`config.mk`:
```
export PLATFORM = sky130hd
export DESIGN_NAME = dual_stall_pipeline
export DESIGN_NICKNAME = d
export VERILOG_FILES = /design/src/rtl/dsp_pkg.sv /design/src/rtl/stall_pipe_lane.sv /design/src/rtl/dual_stall_pipeline.sv
export SDC_FILE = /design/constraint.sdc
export NUM_CORES = 1
export LEC_CHECK = 0
export BUFFER_PORTS_ARGS = -buffer_cell sky130_fd_sc_hd__clkbuf_2
export CAP_MARGIN = 20
export CORE_MARGIN = 3
export CORE_UTILIZATION = 54
export CTS_BUF_LIST = sky130_fd_sc_hd__clkbuf_2 sky130_fd_sc_hd__clkbuf_4 sky130_fd_sc_hd__clkbuf_8
export DETAILED_ROUTE_END_ITERATION = 8
export GPL_TIMING_DRIVEN = 0
export PLACE_DENSITY_LB_ADDON = 0.25
export SLEW_MARGIN = 10
export SYNTH_ARGS = -nofsm -noshare
export SYNTH_HDL_FRONTEND = slang
export SYNTH_SLANG_ARGS = --single-unit
```
`constraint.sdc`:
```
create_clock -name clk -period 3.4 [get_ports clk]
set_input_delay 0.51 -clock clk [delete_from_list [all_inputs] [get_ports clk]]
set_output_delay 0.51 -clock clk [all_outputs]
set_load 0.005 [all_outputs]
```
`src/rtl/dsp_pkg.sv`:
```
// Shared constants and types for the dual stall pipeline.
// Both lanes and the top level import this package.
package dsp_pkg;

   localparam int DEF_DATA_W     = 32;
   localparam int DEF_STAGES     = 4;
   localparam int DEF_FIFO_DEPTH = 4;

   typedef struct packed {
      logic                  valid;
      logic [DEF_DATA_W-1:0] data;
   } lane_state_t;

endpackage

```
`src/rtl/stall_pipe_lane.sv`:
```
// One lane: incrementing stages, 1-entry skid, output FIFO.
// The lane freezes as a whole when the FIFO cannot take the last stage.
module stall_pipe_lane
   import dsp_pkg::*;
#(
   parameter int DATA_W     = DEF_DATA_W,
   parameter int STAGES     = DEF_STAGES,
   parameter int FIFO_DEPTH = DEF_FIFO_DEPTH
) (
   input  logic              clk,
   input  logic              reset_n,
   input  logic [DATA_W-1:0] in_data,
   input  logic              in_valid,
   input  logic              flush,
   output logic              stall,
   output logic              out_valid,
   output logic [DATA_W-1:0] out_data,
   input  logic              out_ready
);

   localparam int PW = $clog2(FIFO_DEPTH);
   localparam int CW = PW + 1;
   localparam logic [CW-1:0] FULL_CNT = CW'(FIFO_DEPTH);

   logic [STAGES-1:0] st_v;
   logic [DATA_W-1:0] st_d [STAGES];

   logic              skid_v;
   logic [DATA_W-1:0] skid_d;

   logic [DATA_W-1:0] mem [FIFO_DEPTH];
   logic [PW-1:0]     wr_ptr;
   logic [PW-1:0]     rd_ptr;
   logic [CW-1:0]     count;

   logic              full;
   logic              pop;
   logic              push;
   logic              gs;
   logic              s0_v;
   logic [DATA_W-1:0] s0_d;

   assign full      = (count == FULL_CNT);
   assign out_valid = (count != '0);
   assign pop       = out_valid & out_ready;
   assign gs        = st_v[STAGES-1] & full & ~pop;
   assign push      = st_v[STAGES-1] & ~gs & ~flush;
   assign stall     = gs | skid_v;
   assign out_data  = mem[rd_ptr];

   // Stage 0 source: a held skid entry wins over the live input.
   always_comb begin
      s0_v = in_valid;
      s0_d = in_data;
      if (skid_v) begin
         s0_v = 1'b1;
         s0_d = skid_d;
      end
   end

   // Stage registers: advance together unless frozen; flush drops them.
   always_ff @(posedge clk or negedge reset_n) begin
      if (!reset_n) begin
         st_v <= '0;
         for (int k = 0; k < STAGES; k++)
            st_d[k] <= '0;
      end else if (flush) begin
         st_v <= '0;
      end else if (!gs) begin
         st_v    <= {st_v[STAGES-2:0], s0_v};
         st_d[0] <= s0_d + DATA_W'(1);
         for (int k = 1; k < STAGES; k++)
            st_d[k] <= st_d[k-1] + DATA_W'(1);
      end
   end

   // Skid register: parks one input that arrives while the lane is frozen.
   always_ff @(posedge clk or negedge reset_n) begin
      if (!reset_n) begin
         skid_v <= 1'b0;
         skid_d <= '0;
      end else if (flush) begin
         skid_v <= 1'b0;
      end else if (gs) begin
         if (in_valid && !skid_v) begin
            skid_v <= 1'b1;
            skid_d <= in_data;
         end
      end else if (skid_v) begin
         skid_v <= in_valid;
         skid_d <= in_data;
      end
   end

   // Output FIFO: push from the last stage, pop on downstream ready.
   always_ff @(posedge clk or negedge reset_n) begin
      if (!reset_n) begin
         wr_ptr <= '0;
         rd_ptr <= '0;
         count  <= '0;
         for (int k = 0; k < FIFO_DEPTH; k++)
            mem[k] <= '0;
      end else begin
         if (push) begin
            mem[wr_ptr] <= st_d[STAGES-1];
            wr_ptr      <= wr_ptr + PW'(1);
         end
         if (pop)
            rd_ptr <= rd_ptr + PW'(1);
         case ({push, pop})
            2'b10:   count <= count + CW'(1);
            2'b01:   count <= count - CW'(1);
            default: count <= count;
         endcase
      end
   end

   a_skid_overflow: assert property (
      @(posedge clk) disable iff (!reset_n)
      !(in_valid && gs && skid_v && !flush));

endmodule

```
`src/rtl/dual_stall_pipeline.sv`:
```
// Two independent stall-aware incrementing lanes.
// Top level only wires the two lane instances.
module dual_stall_pipeline
   import dsp_pkg::*;
#(
   parameter int DATA_W     = DEF_DATA_W,
   parameter int STAGES     = DEF_STAGES,
   parameter int FIFO_DEPTH = DEF_FIFO_DEPTH
) (
   input  logic              clk,
   input  logic              reset_n,
   input  logic [DATA_W-1:0] pipeline1_inputs,
   input  logic [DATA_W-1:0] pipeline2_inputs,
   input  logic [1:0]        in_valid,
   input  logic              flush_1,
   input  logic              flush_2,
   output logic              stall_1,
   output logic              stall_2,
   output logic              out_valid_1,
   output logic              out_valid_2,
   output logic [DATA_W-1:0] out_data_1,
   output logic [DATA_W-1:0] out_data_2,
   input  logic              out_ready_1,
   input  logic              out_ready_2
);

   stall_pipe_lane #(
      .DATA_W     (DATA_W),
      .STAGES     (STAGES),
      .FIFO_DEPTH (FIFO_DEPTH)
   ) u_lane1 (
      .clk       (clk),
      .reset_n   (reset_n),
      .in_data   (pipeline1_inputs),
      .in_valid  (in_valid[0]),
      .flush     (flush_1),
      .stall     (stall_1),
      .out_valid (out_valid_1),
      .out_data  (out_data_1),
      .out_ready (out_ready_1)
   );

   stall_pipe_lane #(
      .DATA_W     (DATA_W),
      .STAGES     (STAGES),
      .FIFO_DEPTH (FIFO_DEPTH)
   ) u_lane2 (
      .clk       (clk),
      .reset_n   (reset_n),
      .in_data   (pipeline2_inputs),
      .in_valid  (in_valid[1]),
      .flush     (flush_2),
      .stall     (stall_2),
      .out_valid (out_valid_2),
      .out_data  (out_data_2),
      .out_ready (out_ready_2)
   );

endmodule

```
Yosys cells after proc, flatten, opt, wreduce, memory -nomap -nowiden
Cells that the tools add are included.
Widths: inputs -> output; s select.
{"block": "totals", "in_bits": 72, "ff_bits": 600, "out_inout_bits": 68}
{"block": "classes", "bitwise": 22, "muxes": 36, "n_eq_ne": 12, "n_lt_le_gt_ge": 6, "n_addsub": 16, "n_reduce_logical": 16}
{"operator": "$mux 32", "n": 14}
{"operator": "$add 32x1->32 const B", "n": 8}
{"operator": "$bwmux 128", "n": 2}
{"operator": "$bmux 32 s2", "n": 2}
{"operator": "$demux 32 s2", "n": 2}
{"operator": "$mux 4", "n": 4}
{"operator": "$ge 3x3->1 const B", "n": 4}
{"operator": "$not 2->3", "n": 4}
{"operator": "$pmux 3 s2", "n": 2}
{"operator": "$and 1x1->1", "n": 10}
{"operator": "$mux 1", "n": 10}
{"operator": "$add 2x1->2 const B", "n": 4}
{"operator": "$ne 2x2->1 const B", "n": 4}
{"operator": "$reduce_bool 2->1", "n": 4}
{"operator": "$add 3x1->3 const B", "n": 2}
{"operator": "$eq 3x3->1 const B", "n": 2}
{"operator": "$lt 3x1->1 const B", "n": 2}
{"operator": "$ne 3x3->1 const B", "n": 2}
{"operator": "$not 1->1", "n": 6}
{"operator": "$reduce_and 3->1", "n": 2}
{"operator": "$reduce_bool 3->1", "n": 2}
{"operator": "$sub 3x1->3 const B", "n": 2}
{"operator": "$eq 2x1->1 const B", "n": 2}
{"operator": "$eq 2x2->1 const B", "n": 2}
{"operator": "4 further kinds", "n": 10}

Longest topological paths before layout
{"block": "logic_depth", "word_depth": 9, "ltp_mapped": 12}

By module
A second synthesis with hierarchy kept.
{"block": "unflattened", "cells_unflattened": 2633, "area_unflattened_um2": 29832.4}
{"module": "stall_pipe_lane at u_lane2", "seq_area_each_um2": 7507.2, "cells_each": 1324, "area_each_um2": 14966.9, "instances": 1}
{"module": "stall_pipe_lane at u_lane1", "seq_area_each_um2": 7507.2, "cells_each": 1309, "area_each_um2": 14865.5, "instances": 1}

Least setup slack after synthesis
Ideal clock, no wire load.
{"block": "synth_timing", "kind": "register -> register", "startpoint": "reg u_lane1.skid_v", "endpoint": "reg u_lane1.st_d[120] in the netlist's numbering", "stages_incl_launch_ff": 13, "t_arrival_ns": 2.853, "setup_time_ns": 0.069, "setup_slack_ns": 0.478, "cell_sequence": "dfrtp_1 > buf_6 > buf_4 > buf_2 > buf_2 > buf_2 > mux2_2 > ha_1 > o211a_1 > clkbuf_1 > nand3_1 > or4_1 > nand3_1"}
{"block": "synth_between", "elab_chain_cells": 2}
{"element": "from (decl)", "line_no": "stall_pipe_lane.sv:28", "rtl": "logic skid_v;"}
{"element": "from (signal assigned)", "line_no": "stall_pipe_lane.sv:90", "rtl": "skid_v <= in_valid;"}
{"element": "$mux 32", "line_no": "stall_pipe_lane.sv:55", "rtl": "if (skid_v) begin"}
{"element": "$add 32x1->32", "line_no": "stall_pipe_lane.sv:71", "rtl": "st_d[0] <= s0_d + DATA_W'(1);"}
{"element": "to (signal, indexed assignment)", "line_no": "stall_pipe_lane.sv:73", "rtl": "st_d[k] <= st_d[k-1] + DATA_W'(1);"}
{"element": "to (decl)", "line_no": "stall_pipe_lane.sv:26", "rtl": "logic [DATA_W-1:0] st_d [STAGES];"}
No other way between the ends.
A chain may end at the register's enable or synchronous reset.

Worst setup path after layout
Same ends and word-level chain as after synthesis.

==> metrics.cfg <==
[yosys]
syn-num-nets=2733
synth_top_area_share=0.5041
yosys_warnings=0
postSynthCellCount=2641
async_flop_share=1.000
ys_types=63
synth_edf_count=0
synth.area.top_cells=dfrtp_1 50%, mux2_2 12%, mux4_2 4.8%
ys_seq_elements=600
yosys.area.top_type=dfrtp_1
syn_area_um2=29790
yosysSeqAreaShare=0.5041
synth_flop_cell=dfrtp_1
syn_area_per_cell_um2=11.28

[route]
wl_mm=68.72
via_per_inst=5.749
vias=20990
wl_per_cell_um=18.82
firstDrtPassIters=6
drtIter0Drc=1448
drc_errors=0
antenna_left=0

[status]
status=complete, no violations

[floorplan]
rows=85
core_um2=54240
die_w_um=240.9
initial_core_util=0.5492
die-area_um2=58020
die_h_um=240.9
ios=140

[cts]
cts_setup_buffers=0
cts_buffers=100
cts.sinks=600
worstSkewPairLatency_ps=670
cts_tree=built
max-clock-path-buffers=3
htreeDepth=3
cts.root.buffer_cell=clkbuf_8
clk_pin_slew_ps=60

[global_routing]
grt_util_all_layers=0.2410
antenna_found_initial=1
grt-ovfl-total=0
grt_max_degree=111
grt_pass1_vias=21490
grt_first_pass_wirelength_mm=112.6

[place]
dp.cells=3480
place_hpwl_mm=50.22
dp_slack_ps=-466.7
routabilityCongestion=0.9022
port_buffers=137

[sta]
finalHoldViolCount=0
rsz0062_at_grt=false
finalClockSkew_ps=20.56
setup_viol=0
slew_violations=0
tns_ps=0
fin_crit_ps=3186
slew_headroom=0.2908
fmax_mhz=313.9
period_share=0.9371
worst_pin_slew_ps=1064
finalWorstSetupSlack_ps=213.8

[critical_path]
end_kind=flip-flop
critical-path-top-delay-family=buffers and inverters
crit_path_cell_trace=buf_6 > buf_4 > buf_2 > buf_2 > buf_4 > mux2_2 > ha_1 > o211a_2 > nand3_2 > or4_1 > nand3_1
crit_fanout=10
cp.arrival_ps=3790
slowest_delay_ps=570
crit_buf_inv=5
critPathKind=flip-flop to flip-flop
slowest_stage=or4_1
required_ps=4010
start_kind=flip-flop

[power]
peakVddDrop_uv=404.3
p_per_area_nw_per_um2=549.1
leakage_nw=14.96

[layout]
final_nets=2974
finalNonFillerCells=3651
fillCellCount=4310
area_delta_synth_final_pct=12.89
drive_gt1_frac=0.2635

[hold_path]
hold_path.class=input pin to flip-flop

[flow_run]
maxCapViolCount=0

per-layer routing:
layer  vias up  share of wire  GRT usage
li1      10020              -          -
met1     10390           0.47     0.3500
met2       470           0.46     0.3773
met3       111          0.044    0.03577
met4         0          0.024    0.07876
met5         -              0          0
report_power, final:
part,switching [mW],total [mW],internal [mW]
sequential,0.903,8.92,8.02
clock,2.82,6.49,3.67
combinational,1.53,3.05,1.52
total,5.25,18.5,13.2
path summary, 6_finish.rpt:
| kind | startpoint | slack [ps] | endpoint | cells past startpoint |
|---|---|---|---|---|
| hold reg to reg | u_lane2.skid_d[30] | 480 | u_lane2.skid_d[30] | 1 |
| hold / removal | pipeline1_inputs[30] | 90 | u_lane1.skid_d[30] | 2 |
| min in group asynchronous | reset_n | 360 | u_lane2.mem[87] | 2 |
| max in group asynchronous | reset_n | 1380 | u_lane1.st_d[96] | 5 |
| setup / recovery | u_lane1.skid_v | 210 | u_lane1.st_d[120] | 11 |
| setup reg to reg | u_lane1.skid_v | 210 | u_lane1.st_d[120] | 11 |
worst reg2reg max path: stages, from the launching register on:
cell and delay [ps]:
dfrtp_1 350, buf_6 130, buf_4 160, buf_2 270, buf_2 320, buf_4 280
mux2_2 210, ha_1 210, o211a_2 310, nand3_2 220, or4_1 570, nand3_1 90
cell type report:
type,instances,area [um^2],area share
Sequential cell,600,15010,0.4465
Multi-Input combinational cell,1863,14040,0.4176
Clock buffer,160,1983,0.05898
Tap cell,696,870.8,0.02590
Timing Repair Buffer,144,869.6,0.02586
Buffer,137,629.4,0.01872
Inverter,36,135.1,0.004019
Clock inverter,13,77.57,0.002307
Antenna cell,2,5.005,0.0001488
kinds of logic (layout without fill, tap and decap cells):
logic type	Yosys count	count (layout)	share of synthesized area
flops	600	600	0.5041
xor+xnor	227	227	0.06674
other cells	0	2	0
fa+ha+maj	20	20	0.008905
simple gates	838	838	0.1398
buf+inv	178	490	0.02491
compound gates	335	335	0.06574
mux	443	443	0.1899
through the flow:
| step | utilization | hold WS [ps] | total power, mW | cell area [um^2] |
|---|---|---|---|---|
| 6_report | 0.6200 | 85.06 | 18.46 | 33630 |
| 3_3_place_gp | 0.5779 | 465.6 | 11.89 | 31340 |
| 5_1_grt | 0.6199 | 60.43 | 19.44 | 33620 |
| 2_1_floorplan | - | 214.4 | 10.86 | 29790 |
| 4_1_cts | 0.6199 | 20.31 | 18.67 | 33620 |
| 3_5_place_dp | 0.5811 | 468.4 | 12.11 | 31520 |
registers in the layout, indices dropped and copies added, names as in the netlist:
name,flops
u_lane1.count,3
u_lane1.mem,128
u_lane1.rd_ptr,2
u_lane1.skid_d,32
u_lane1.skid_v,1
u_lane1.st_d,128
u_lane1.st_v,4
u_lane1.wr_ptr,2
u_lane2.count,3
u_lane2.mem,128
u_lane2.rd_ptr,2
u_lane2.skid_d,32
u_lane2.skid_v,1
u_lane2.st_d,128
u_lane2.st_v,4
u_lane2.wr_ptr,2
placed cells by master, fill, tap and decap left out, drive strengths merged, types with 43 or more instances in the layout:
| cell type | netlist | routed |
|---|---|---|
| mux2 | 336 | 336 |
| nor2 | 52 | 52 |
| xor2 | 80 | 80 |
| nor3 | 51 | 51 |
| buf | 68 | 66 |
| xnor2 | 147 | 147 |
| mux4 | 64 | 64 |
| dfrtp | 600 | 600 |
| nand3 | 125 | 125 |
| clkbuf | 74 | 370 |
| mux2i | 43 | 43 |
| nand4 | 66 | 66 |
| nand2 | 374 | 374 |
| o21ai | 221 | 221 |
Yosys cell counts (44+ instances only):
cell type and n:
xor2_1 80, mux2_2 326, nand3_1 123, mux4_2 64
clkbuf_1 74, dfrtp_1 600, nor2_1 52, nand4_1 64
xnor2_1 147, nand2_1 373, o21ai_0 214, buf_2 44
nor3_1 50
repair_timing:
item,4_1_cts,5_1_grt
endpoints found under the hold margin,42,0
gates cloned,0,0
gates resized for setup,14,10
hold buffers,1,0
endpoints found under the setup margin,71,45
(Power assumes the default switching activity.)
